`config.mk`:
```
export PLATFORM = sky130hd
export DESIGN_NAME = pulse_pick_sequencer
export DESIGN_NICKNAME = d
export VERILOG_FILES = /design/src/rtl/pulse_seq_pkg.sv /design/src/rtl/pulse_seq_table.sv /design/src/rtl/pulse_pick_sequencer.sv
export SDC_FILE = /design/constraint.sdc
export NUM_CORES = 1
export LEC_CHECK = 0
export CORE_ASPECT_RATIO = 1.25
export CORE_UTILIZATION = 35
export DETAILED_ROUTE_END_ITERATION = 6
export HOLD_SLACK_MARGIN = 0.06
export PLACE_DENSITY = 0.52
export SLEW_MARGIN = 30
export SYNTH_ARGS = -nofsm -noshare
export SYNTH_HDL_FRONTEND = slang
export SYNTH_HIERARCHICAL = 1
export SYNTH_SLANG_ARGS = --single-unit
```
`constraint.sdc`:
```
create_clock -name wClk_i -period 8.9 [get_ports wClk_i]
set_clock_uncertainty 0.2 [all_clocks]
set_input_delay 0.89 -clock wClk_i [delete_from_list [all_inputs] [get_ports wClk_i]]
set_output_delay 0.89 -clock wClk_i [all_outputs]
set_load 0.03 [all_outputs]
```
`src/rtl/pulse_seq_pkg.sv`:
```
// Shared types and constants for the pulse-picker shot sequencer.
package pulse_seq_pkg;

  localparam int unsigned DefDepth = 4;
  localparam int unsigned DefToW   = 16;
  localparam int unsigned EntryW   = 8;

  typedef enum logic [2:0] {
    StIdle,
    StLoad,
    StArm,
    StTrig,
    StFire,
    StNext,
    StDone,
    StRecover
  } state_e;

  typedef struct packed {
    logic [EntryW-1:0] count;
    logic [EntryW-1:0] width;
    logic [EntryW-1:0] delay;
  } entry_t;

  function automatic logic [EntryW-1:0] sat_inc(input logic [EntryW-1:0] v);
    return (v == '1) ? v : v + EntryW'(1);
  endfunction

endpackage

```
`src/rtl/pulse_seq_table.sv`:
```
// Shot table: DEPTH x {count, width, delay} register file, synchronous write,
// asynchronous read, cleared by reset.
module pulse_seq_table
  import pulse_seq_pkg::*;
#(
  parameter int unsigned DEPTH  = DefDepth,
  parameter int unsigned ADDR_W = $clog2(DEPTH)
) (
  input  logic                  wClk_i,
  input  logic                  wReset_i,
  input  logic                  wWrEn_i,
  input  logic [ADDR_W-1:0]     wWrAddr_i,
  input  logic [3*EntryW-1:0]   wWrData_i,
  input  logic [ADDR_W-1:0]     wRdAddr_i,
  output logic [3*EntryW-1:0]   wRdData_o
);

  logic [3*EntryW-1:0] mem_q [DEPTH];

  always_ff @(posedge wClk_i or posedge wReset_i) begin
    if (wReset_i) begin
      mem_q <= '{default: '0};
    end else if (wWrEn_i) begin
      mem_q[wWrAddr_i] <= wWrData_i;
    end
  end

  assign wRdData_o = mem_q[wRdAddr_i];

endmodule

```
`src/rtl/pulse_pick_sequencer.sv`:
```
// Walks the shot table, triggering the picker once per shot and waiting for it to
// return to ready; hung shots time out into a 2-cycle picker init.
module pulse_pick_sequencer
  import pulse_seq_pkg::*;
#(
  parameter int unsigned DEPTH  = DefDepth,
  parameter int unsigned ADDR_W = $clog2(DEPTH),
  parameter int unsigned TO_W   = DefToW
) (
  input  logic              wClk_i,
  input  logic              wReset_i,
  input  logic              wWrEn_i,
  input  logic [ADDR_W-1:0] wWrAddr_i,
  input  logic [7:0]        wWrDelay_i,
  input  logic [7:0]        wWrWidth_i,
  input  logic [7:0]        wWrCount_i,
  input  logic [ADDR_W:0]   wNumEntries_i,
  input  logic              wLoop_i,
  input  logic              wStart_i,
  input  logic              wAbort_i,
  input  logic [TO_W-1:0]   wTimeout_i,
  input  logic              wReady_i,
  output logic              wTrig_o,
  output logic [7:0]        wDelay_o,
  output logic [7:0]        wWidth_o,
  output logic              wInit_o,
  output logic              wBusy_o,
  output logic              wDone_o,
  output logic [7:0]        wLostCount_o
);

  state_e            state_q;
  logic              start_q;
  logic [ADDR_W:0]   idx_q;
  logic [7:0]        delay_q, width_q, remain_q, lost_q;
  logic [TO_W-1:0]   to_cnt_q;
  logic              rec_cnt_q, rec_abort_q;
  logic              trig_q, init_q, busy_q, done_q;

  logic [3*EntryW-1:0] rd_data;
  entry_t              rd_entry;
  logic                start_rise, abort_hit, to_hit;
  logic [TO_W-1:0]     to_inc;
  logic [ADDR_W:0]     idx_inc;
  logic [7:0]          remain_dec;

  pulse_seq_table #(
    .DEPTH  (DEPTH),
    .ADDR_W (ADDR_W)
  ) u_table (
    .wClk_i    (wClk_i),
    .wReset_i  (wReset_i),
    .wWrEn_i   (wWrEn_i),
    .wWrAddr_i (wWrAddr_i),
    .wWrData_i ({wWrCount_i, wWrWidth_i, wWrDelay_i}),
    .wRdAddr_i (idx_q[ADDR_W-1:0]),
    .wRdData_o (rd_data)
  );

  assign rd_entry   = entry_t'(rd_data);
  assign start_rise = wStart_i & ~start_q;
  assign abort_hit  = wAbort_i && (state_q != StIdle) && (state_q != StRecover);
  // Counter saturates rather than wrapping, so a huge timeout can never alias.
  assign to_inc     = (to_cnt_q == '1) ? to_cnt_q : to_cnt_q + TO_W'(1);
  assign to_hit     = (wTimeout_i != '0) && (to_inc == wTimeout_i);
  assign idx_inc    = idx_q + (ADDR_W + 1)'(1);
  assign remain_dec = remain_q - 8'd1;

  always_ff @(posedge wClk_i or posedge wReset_i) begin
    if (wReset_i) begin
      state_q     <= StIdle;
      start_q     <= 1'b0;
      idx_q       <= '0;
      delay_q     <= '0;
      width_q     <= '0;
      remain_q    <= '0;
      lost_q      <= '0;
      to_cnt_q    <= '0;
      rec_cnt_q   <= 1'b0;
      rec_abort_q <= 1'b0;
      trig_q      <= 1'b0;
      init_q      <= 1'b0;
      busy_q      <= 1'b0;
      done_q      <= 1'b0;
    end else begin
      start_q <= wStart_i;
      trig_q  <= 1'b0;
      init_q  <= 1'b0;
      done_q  <= 1'b0;
      if (abort_hit) begin
        state_q     <= StRecover;
        rec_cnt_q   <= 1'b0;
        rec_abort_q <= 1'b1;
        init_q      <= 1'b1;
      end else begin
        unique case (state_q)
          StIdle: begin
            if (start_rise && (wNumEntries_i != '0)) begin
              state_q <= StLoad;
              idx_q   <= '0;
              lost_q  <= '0;
              busy_q  <= 1'b1;
            end
          end
          StLoad: begin
            remain_q <= rd_entry.count;
            if (rd_entry.count == '0) begin
              state_q <= StNext;
            end else begin
              delay_q <= rd_entry.delay;
              width_q <= rd_entry.width;
              state_q <= StArm;
            end
          end
          StArm: begin
            to_cnt_q <= '0;
            if (wReady_i) begin
              state_q <= StTrig;
              trig_q  <= 1'b1;
            end
          end
          StTrig: begin
            to_cnt_q <= to_inc;
            if (to_hit) begin
              state_q     <= StRecover;
              rec_cnt_q   <= 1'b0;
              rec_abort_q <= 1'b0;
              init_q      <= 1'b1;
              lost_q      <= sat_inc(lost_q);
            end else if (!wReady_i) begin
              state_q <= StFire;
            end else begin
              trig_q <= 1'b1;
            end
          end
          StFire: begin
            to_cnt_q <= to_inc;
            if (to_hit) begin
              state_q     <= StRecover;
              rec_cnt_q   <= 1'b0;
              rec_abort_q <= 1'b0;
              init_q      <= 1'b1;
              lost_q      <= sat_inc(lost_q);
            end else if (wReady_i) begin
              remain_q <= remain_dec;
              state_q  <= (remain_dec != '0) ? StArm : StNext;
            end
          end
          StNext: begin
            if (idx_inc >= wNumEntries_i) begin
              if (wLoop_i) begin
                idx_q   <= '0;
                state_q <= StLoad;
              end else begin
                idx_q   <= idx_inc;
                state_q <= StDone;
                done_q  <= 1'b1;
              end
            end else begin
              idx_q   <= idx_inc;
              state_q <= StLoad;
            end
          end
          StDone: begin
            state_q <= StIdle;
            busy_q  <= 1'b0;
          end
          StRecover: begin
            if (wAbort_i) rec_abort_q <= 1'b1;
            if (!rec_cnt_q) begin
              rec_cnt_q <= 1'b1;
              init_q    <= 1'b1;
            end else if (rec_abort_q || wAbort_i) begin
              state_q <= StIdle;
              busy_q  <= 1'b0;
            end else begin
              // A timed-out shot still counts as issued.
              remain_q <= remain_dec;
              state_q  <= (remain_dec != '0) ? StArm : StNext;
            end
          end
          default: state_q <= StIdle;
        endcase
      end
    end
  end

  assign wTrig_o      = trig_q;
  assign wDelay_o     = delay_q;
  assign wWidth_o     = width_q;
  assign wInit_o      = init_q;
  assign wBusy_o      = busy_q;
  assign wDone_o      = done_q;
  assign wLostCount_o = lost_q;

endmodule

```
==> results of run 1 <==
worst max path at each step:
stage | start | to | slack [ns] | cells past startpoint
floorplan | wReset_i | u_table/mem_q[0]$_DFFE_PP0P_ | 5.30 | 1
global placement | wTimeout_i[11] | wLostCount_o[4]$_DFFE_PP0P_ | 4.64 | 10
detailed placement | wTimeout_i[11] | wLostCount_o[4]$_DFFE_PP0P_ | 4.63 | 10
CTS | to_cnt_q[13]$_DFFE_PP0P_ | remain_q[4]$_DFFE_PP0P_ | 4.81 | 9
global route | to_cnt_q[5]$_DFFE_PP0P_ | wLostCount_o[4]$_DFFE_PP0P_ | 4.45 | 9
finish | to_cnt_q[5]$_DFFE_PP0P_ | wLostCount_o[4]$_DFFE_PP0P_ | 4.76 | 9
cell type report:
type / count / share of cell area (%)
multi-input combinational: 513 / 42.19
clock inverter: 14 / 1.150
timing repair buffer: 86 / 8.503
tap: 325 / 4.064
inverter: 15 / 0.5752
sequential: 157 / 39.26
clock buffer: 17 / 4.252
routing by layer:
metal | track usage, % | share of wire, % | vias to the layer above
li1 | - | - | 2853
met1 | 22.08 | 42 | 3127
met2 | 31.74 | 52 | 137
met3 | 3.381 | 4.1 | 25
met4 | 7.382 | 1.9 | 0
met5 | 0 | 0 | -
kinds of logic (layout without fill, tap and decap cells):
kind of cell / Yosys count / after routing / synth area share (%)
simple gates: 215 / 215 / 14.03
flops: 157 / 157 / 46.48
mux: 142 / 142 / 22.04
compound gates: 123 / 123 / 9.830
buf+inv: 61 / 132 / 3.656
xor+xnor: 24 / 24 / 2.650
fa+ha+maj: 9 / 9 / 1.303
worst max-delay path, stage by stage, from the launching register on:
cell	delay [ns]
dfrtp_1	0.53
nand3_1	0.28
nor4_1	0.76
o21ai_0	0.15
a221o_1	0.36
nor3_2	0.34
and4bb_1	0.57
a21oi_2	0.18
or4_1	0.53
a21oi_1	0.17
per-stage QoR:
stage                     power, mW  hold WS (ns)  util (%)  instances  worst slack (ns)
after global routing          2.840        0.3077     42.17       1127             4.446
final                         2.666        0.2944     42.17       1127             4.756
after global placement        1.985        0.2646     39.83       1096             4.643
after CTS                     2.701        0.2949     42.14       1127             4.807
after detailed placement      2.016        0.2807     39.86       1096             4.626
after floorplan               1.715        0.2533         -        731             5.305
state kept, by name, indices dropped and copies added (netlist names), 3 cells and up:
signal,cells
wWidth_o,8
state_q,3
idx_q,3
wLostCount_o,8
u_table/mem_q,96
wDelay_o,8
remain_q,8
to_cnt_q,16
power by group through the flow:
stage | Sequential [mW] | Combinational, mW | Clock (mW)
global placement | 1.02 | 0.967 | 0
finish | 1.02 | 0.976 | 0.672
floorplan | 1.05 | 0.670 | 0
CTS | 1.02 | 0.990 | 0.693
global route | 1.04 | 1.08 | 0.720
detailed placement | 1.03 | 0.986 | 0
Yosys cell counts, types with 4 or more instances:
library cell    n  area share [%]
a21oi_1        18             1.1
nand3_1        20             1.2
mux4_2         24             6.4
o21ai_0        38             2.3
o22ai_1         5            0.37
nor4_1         15             1.1
nor2b_1         5            0.37
xor2_1         12             1.2
mux2i_1         5            0.59
nand2_1        53             2.4
a31oi_1         6            0.44
o31ai_1         6            0.53
clkbuf_1       20            0.89
nand2b_1       12            0.89
nor2_1         35             1.6
buf_4           7            0.62
or3_1          10            0.74
nor3_1         18             1.1
and3_1          7            0.52
inv_1          13            0.58
ha_1            8             1.2
nand4_1        15             1.1
xnor2_1        11             1.1
o211ai_1        4            0.36
buf_2          15            0.89
a22o_1          8            0.83
mux2_2        112              15
o21a_1          4            0.36
dfrtp_1       157              46
==> metrics.txt, run 1 <==
status=completed; # Post-CTS Setup Buffers=0; Crit Path Category=register to register; Vias=6142; Initial Util=35.62%; Hold-fix buffers, CTS=0; Clock Path Buffers=2; worst hold endpoint=u_table/mem_q[88]$_DFFE_PP0P_; Max Clock Freq=241.3 MHz; global-route usage over all layers=18.21%; fraction of registers with async set/reset=100.0%; Post-DP HPWL=14330 um; TNS Setup=0 ns; Synth cell types=75; max_cap viols=0; cells after synthesis=731; ys flop type=dfrtp_1; fin area=10010 um^2; synthesized area=8452 um^2; Final setup viols=0; first-pass GRT wire length=35030 um; RSZ-0062 raised after global routing=false; CP Launch Type=register; num rows=63; TritonCTS clock tree=done; Worst-Margin Slew=1.004 ns; Hold Vio Cnt, Final=0; Critical Path RT=9.05 ns; Multi-input gate area=4222 um^2; Crit. End Element=register; Top Ports=80; DRT iter0 DRCs=390; combinational share of power=36.6%; die height=175.7 um; Mapped Nets=791; gpl congestion=0.9194; LEAKAGE=3.941 nW; vias in the first global route=6564; CTS root buf=clkbuf_16; Clock Latency Late Sink=0.43 ns; Avg Vias per Cell=5.450; CP arrival=4.30 ns; die area=24780 um^2; Reg clk slew, reported paths=0.07 ns; launch point of the worst reg-to-reg path=to_cnt_q[5]$_DFFE_PP0P_; minimum clock period after layout=4.144 ns; Power Internal=1.700 mW; R2R Path End=wLostCount_o[4]$_DFFE_PP0P_; worst r2r path cells=9; layout cells sized above 1=24.31%; Final Max Tran Viols=0; Area growth, synth to finish=18.39%; post-cts gate resize count=0; Power Dens Cells=266.5 nW/um^2; Sequential cell area=3929 um^2; largest net degree at the start of global routing=81; final cycle utilization of the critical path=46.56%; # DRC=0; Core ar.=23730 um^2; Max-slew headroom=33.09%; Sw Ratio=36.22%; placed cell areas=9458 um^2; die width=141.0 um; total gr overflow=0; # H-tree levels=4; commonest non-fill, non-tap cells in the layout=dfrtp_1, mux2_2, clkdlybuf4s50_1; sequential power share=38.2%; register bit count reported by yosys=157; Hold Path Depth=1; clock power share=25.2%; Post-synth EDFFs=0; crit path max fanout=11; post-synthesis sequential area ratio=46.48%; switching power=965.8 uW; Antenna Nets Post-Route=0; DRT Wirelength=21010 um; IO buf count=79; total CTS buffers=17; Clock Sinks=157; ant diodes=0; WL per Instance=18.64 um; fillers=2276; Hold Crit Class=register to register; Hold Startpoint=u_table/mem_q[88]$_DFFE_PP0P_; TritonRoute pass-1 iters=5; leading cell type in the layout, fill and taps excluded=dfrtp_1; Ys Warns=6; initial antenna violation count=0; R2R Setup Slk=4.76 ns; worst IR drop on VDD=162.8 uV; nets@finish=850; Synth Area per Inst=11.56 um^2
Note: power is estimated with default switching activity, not from simulation.
==> run 2, diff against run 1 <==
--- a/config.mk
+++ b/config.mk
@@ -9,7 +9,7 @@
 export CORE_UTILIZATION = 35
 export DETAILED_ROUTE_END_ITERATION = 6
 export HOLD_SLACK_MARGIN = 0.06
-export PLACE_DENSITY = 0.52
+export PLACE_DENSITY = 0.54
 export SLEW_MARGIN = 30
 export SYNTH_ARGS = -nofsm -noshare
 export SYNTH_HDL_FRONTEND = slang
==> constraint.sdc (replaced) <==
create_clock -name wClk_i -period 3.7 [get_ports wClk_i]
set_clock_uncertainty 0.2 [all_clocks]
set_input_delay 0.37 -clock wClk_i [delete_from_list [all_inputs] [get_ports wClk_i]]
set_output_delay 0.37 -clock wClk_i [all_outputs]
set_load 0.03 [all_outputs]
==> metrics.txt, run 2 (synthesis gave the netlist of run 1 again) <==
status=completed; Top Ports=80 (unchanged); CP arrival=3.56 ns (-0.74 ns); CTS root buf=clkbuf_16; Worst-Margin Slew=0.9222 ns (-0.08142 ns); Max-slew headroom=38.52% (+5.4 points); Worst path max stage delay=0.50 ns (-0.26 ns); num rows=63 (unchanged); Crit Path Category=register to register; worst path buffer plus inverter count=1 (+1); initial antenna violation count=0 (unchanged); final cycle utilization of the critical path=93.68% (+47 points); die height=175.7 um (unchanged); total CTS buffers=17 (unchanged); Initial Util=35.62% (unchanged); DRT Wirelength=20530 um (-2.3%); LEAKAGE=4.141 nW (+5.1%); TNS Setup=0 ns (unchanged); layout cells sized above 1=27.31% (+3.0 points); gpl congestion=0.9569 (+4.1%); Reg clk slew, reported paths=0.08 ns (about the same); minimum clock period after layout=3.466 ns (-0.6775 ns); die width=141.0 um (unchanged); Avg Vias per Cell=5.354 (-1.8%); worst r2r path cells=10 (+1); max reg flops=96 (unchanged); # Post-CTS Setup Buffers=0 (unchanged); biggest registers after layout=u_table/mem_q x96, to_cnt_q x16; Sequential cell area=3929 um^2 (unchanged); # DRC=0 (unchanged); Post-DP HPWL=14600 um (+1.9%); DRT iter0 DRCs=388 (-0.51%); RSZ-0062 raised after global routing=false; crit path max fanout=9 (-2); Final setup viols=0 (unchanged); die area=24780 um^2 (unchanged); CP Cell Sequence=nand4_1, or3_1, nand4b_1, a221o_1, nor3_2, and4bb_2, buf_4, o31ai_2, nor4b_1, o21ai_0; global-route usage over all layers=17.66% (-0.55 points); IO buf count=79 (unchanged); Area growth, synth to finish=22.47%; Clock Sinks=157 (unchanged); Clock Latency Late Sink=0.43 ns (about the same); vias in the first global route=6412 (-2.3%); max_cap viols=0 (unchanged); CP Launch Type=register; total gr overflow=0 (unchanged); Multi-input gate area=4225 um^2 (about the same); Vias=6211 (+1.1%); Biggest register=u_table/mem_q; Hold Vio Cnt, Final=0 (unchanged); Crit. End Element=register; WL per Instance=17.70 um (-5.1%); slowest CP cell=dfrtp_1; Critical Path RT=3.79 ns (-5.26 ns); Antenna Nets Post-Route=0 (unchanged); Final Max Tran Viols=0 (unchanged); fillers=2291 (+0.66%); R2R Path End=state_q[2]$_DFFE_PP0P_; Core ar.=23730 um^2 (unchanged); worst IR drop on VDD=367.0 uV (+130%); leading cell type in the layout, fill and taps excluded=dfrtp_1; TritonRoute pass-1 iters=5 (unchanged); ant diodes=0 (unchanged); launch point of the worst reg-to-reg path=to_cnt_q[6]$_DFFE_PP0P_; nets@finish=882 (+3.8%); Max Clock Freq=288.5 MHz (+20%); Hold WS=0.1931 ns (-0.1013 ns); commonest non-fill, non-tap cells in the layout=dfrtp_1, mux2_2, clkdlybuf4s50_1; # H-tree levels=4 (unchanged); CP top delay family=simple AND/OR/NAND/NOR gates; largest net degree at the start of global routing=97 (+20%); Power Dens Cells=645.0 nW/um^2 (+140%); first-pass GRT wire length=34130 um (-2.6%); Clock Path Buffers=2 (unchanged); TritonCTS clock tree=done; R2R Setup Slk=0.23 ns (-4.52 ns); Hold Crit Class=primary input to async pin
run 2: cell count changes in the layout (fill, tap and decap cells not counted), sizes merged:
cell / previous run / this run
inv: 17 / 19
buf: 7 / 39
clkinv: 10 / 11
clkinvlp: 2 / 0
run 2: area by class of cell:
| cell class | instances | area share, % |
|---|---|---|
| clock inverters | 15 | 2.043 |
| repair buffers | 118 | 10.59 |
| clock buffers | 17 | 4.110 |
| inverters | 15 | 0.5560 |
| well taps | 325 | 3.928 |
| flip-flops and latches | 157 | 37.95 |
| multi-input cells | 513 | 40.82 |
run 2: timing repair:
item,CTS,global route
endpoints found under the hold margin,0,0
gates resized for setup,0,3
endpoints found under the setup margin,0,6
hold buffers,0,0
run 2: how the worst max path moves through the flow:
stage	depth (start not counted)	slack, ns	startpoint	to
2_1_floorplan	11	0.44	to_cnt_q[1]$_DFFE_PP0P_	remain_q[2]$_DFFE_PP0P_
3_3_place_gp	9	0.13	to_cnt_q[10]$_DFFE_PP0P_	remain_q[6]$_DFFE_PP0P_
3_5_place_dp	9	0.12	to_cnt_q[10]$_DFFE_PP0P_	remain_q[5]$_DFFE_PP0P_
4_1_cts	9	0.1	to_cnt_q[10]$_DFFE_PP0P_	remain_q[5]$_DFFE_PP0P_
5_1_grt	10	0.05	to_cnt_q[11]$_DFFE_PP0P_	state_q[2]$_DFFE_PP0P_
6_report	10	0.23	to_cnt_q[6]$_DFFE_PP0P_	state_q[2]$_DFFE_PP0P_
run 2: stage by stage:
step	util, %	total power, mW	cells	setup slack [ns]	cell area, um^2
finish	43.63	6.676	1160	0.2339	10350
global route	43.63	7.091	1160	0.05105	10350
CTS	43.58	6.750	1160	0.09833	10340
detailed placement	40.90	4.920	1128	0.1216	9703
global placement	40.90	4.902	1128	0.1259	9703
floorplan	-	4.125	731	0.4388	8452
run 2: layer usage:
metal	wire length, um	global-route usage (%)
met1	8914	22.01
met2	9925	29.48
met3	952	3.272
met4	736	8.469
met5	0	0
run 2: where the power goes:
group	total (mW)	switching (mW)	internal [mW]
logic	2.44	1.26	1.19
registers	2.43	0.326	2.11
clock network	1.80	0.866	0.935
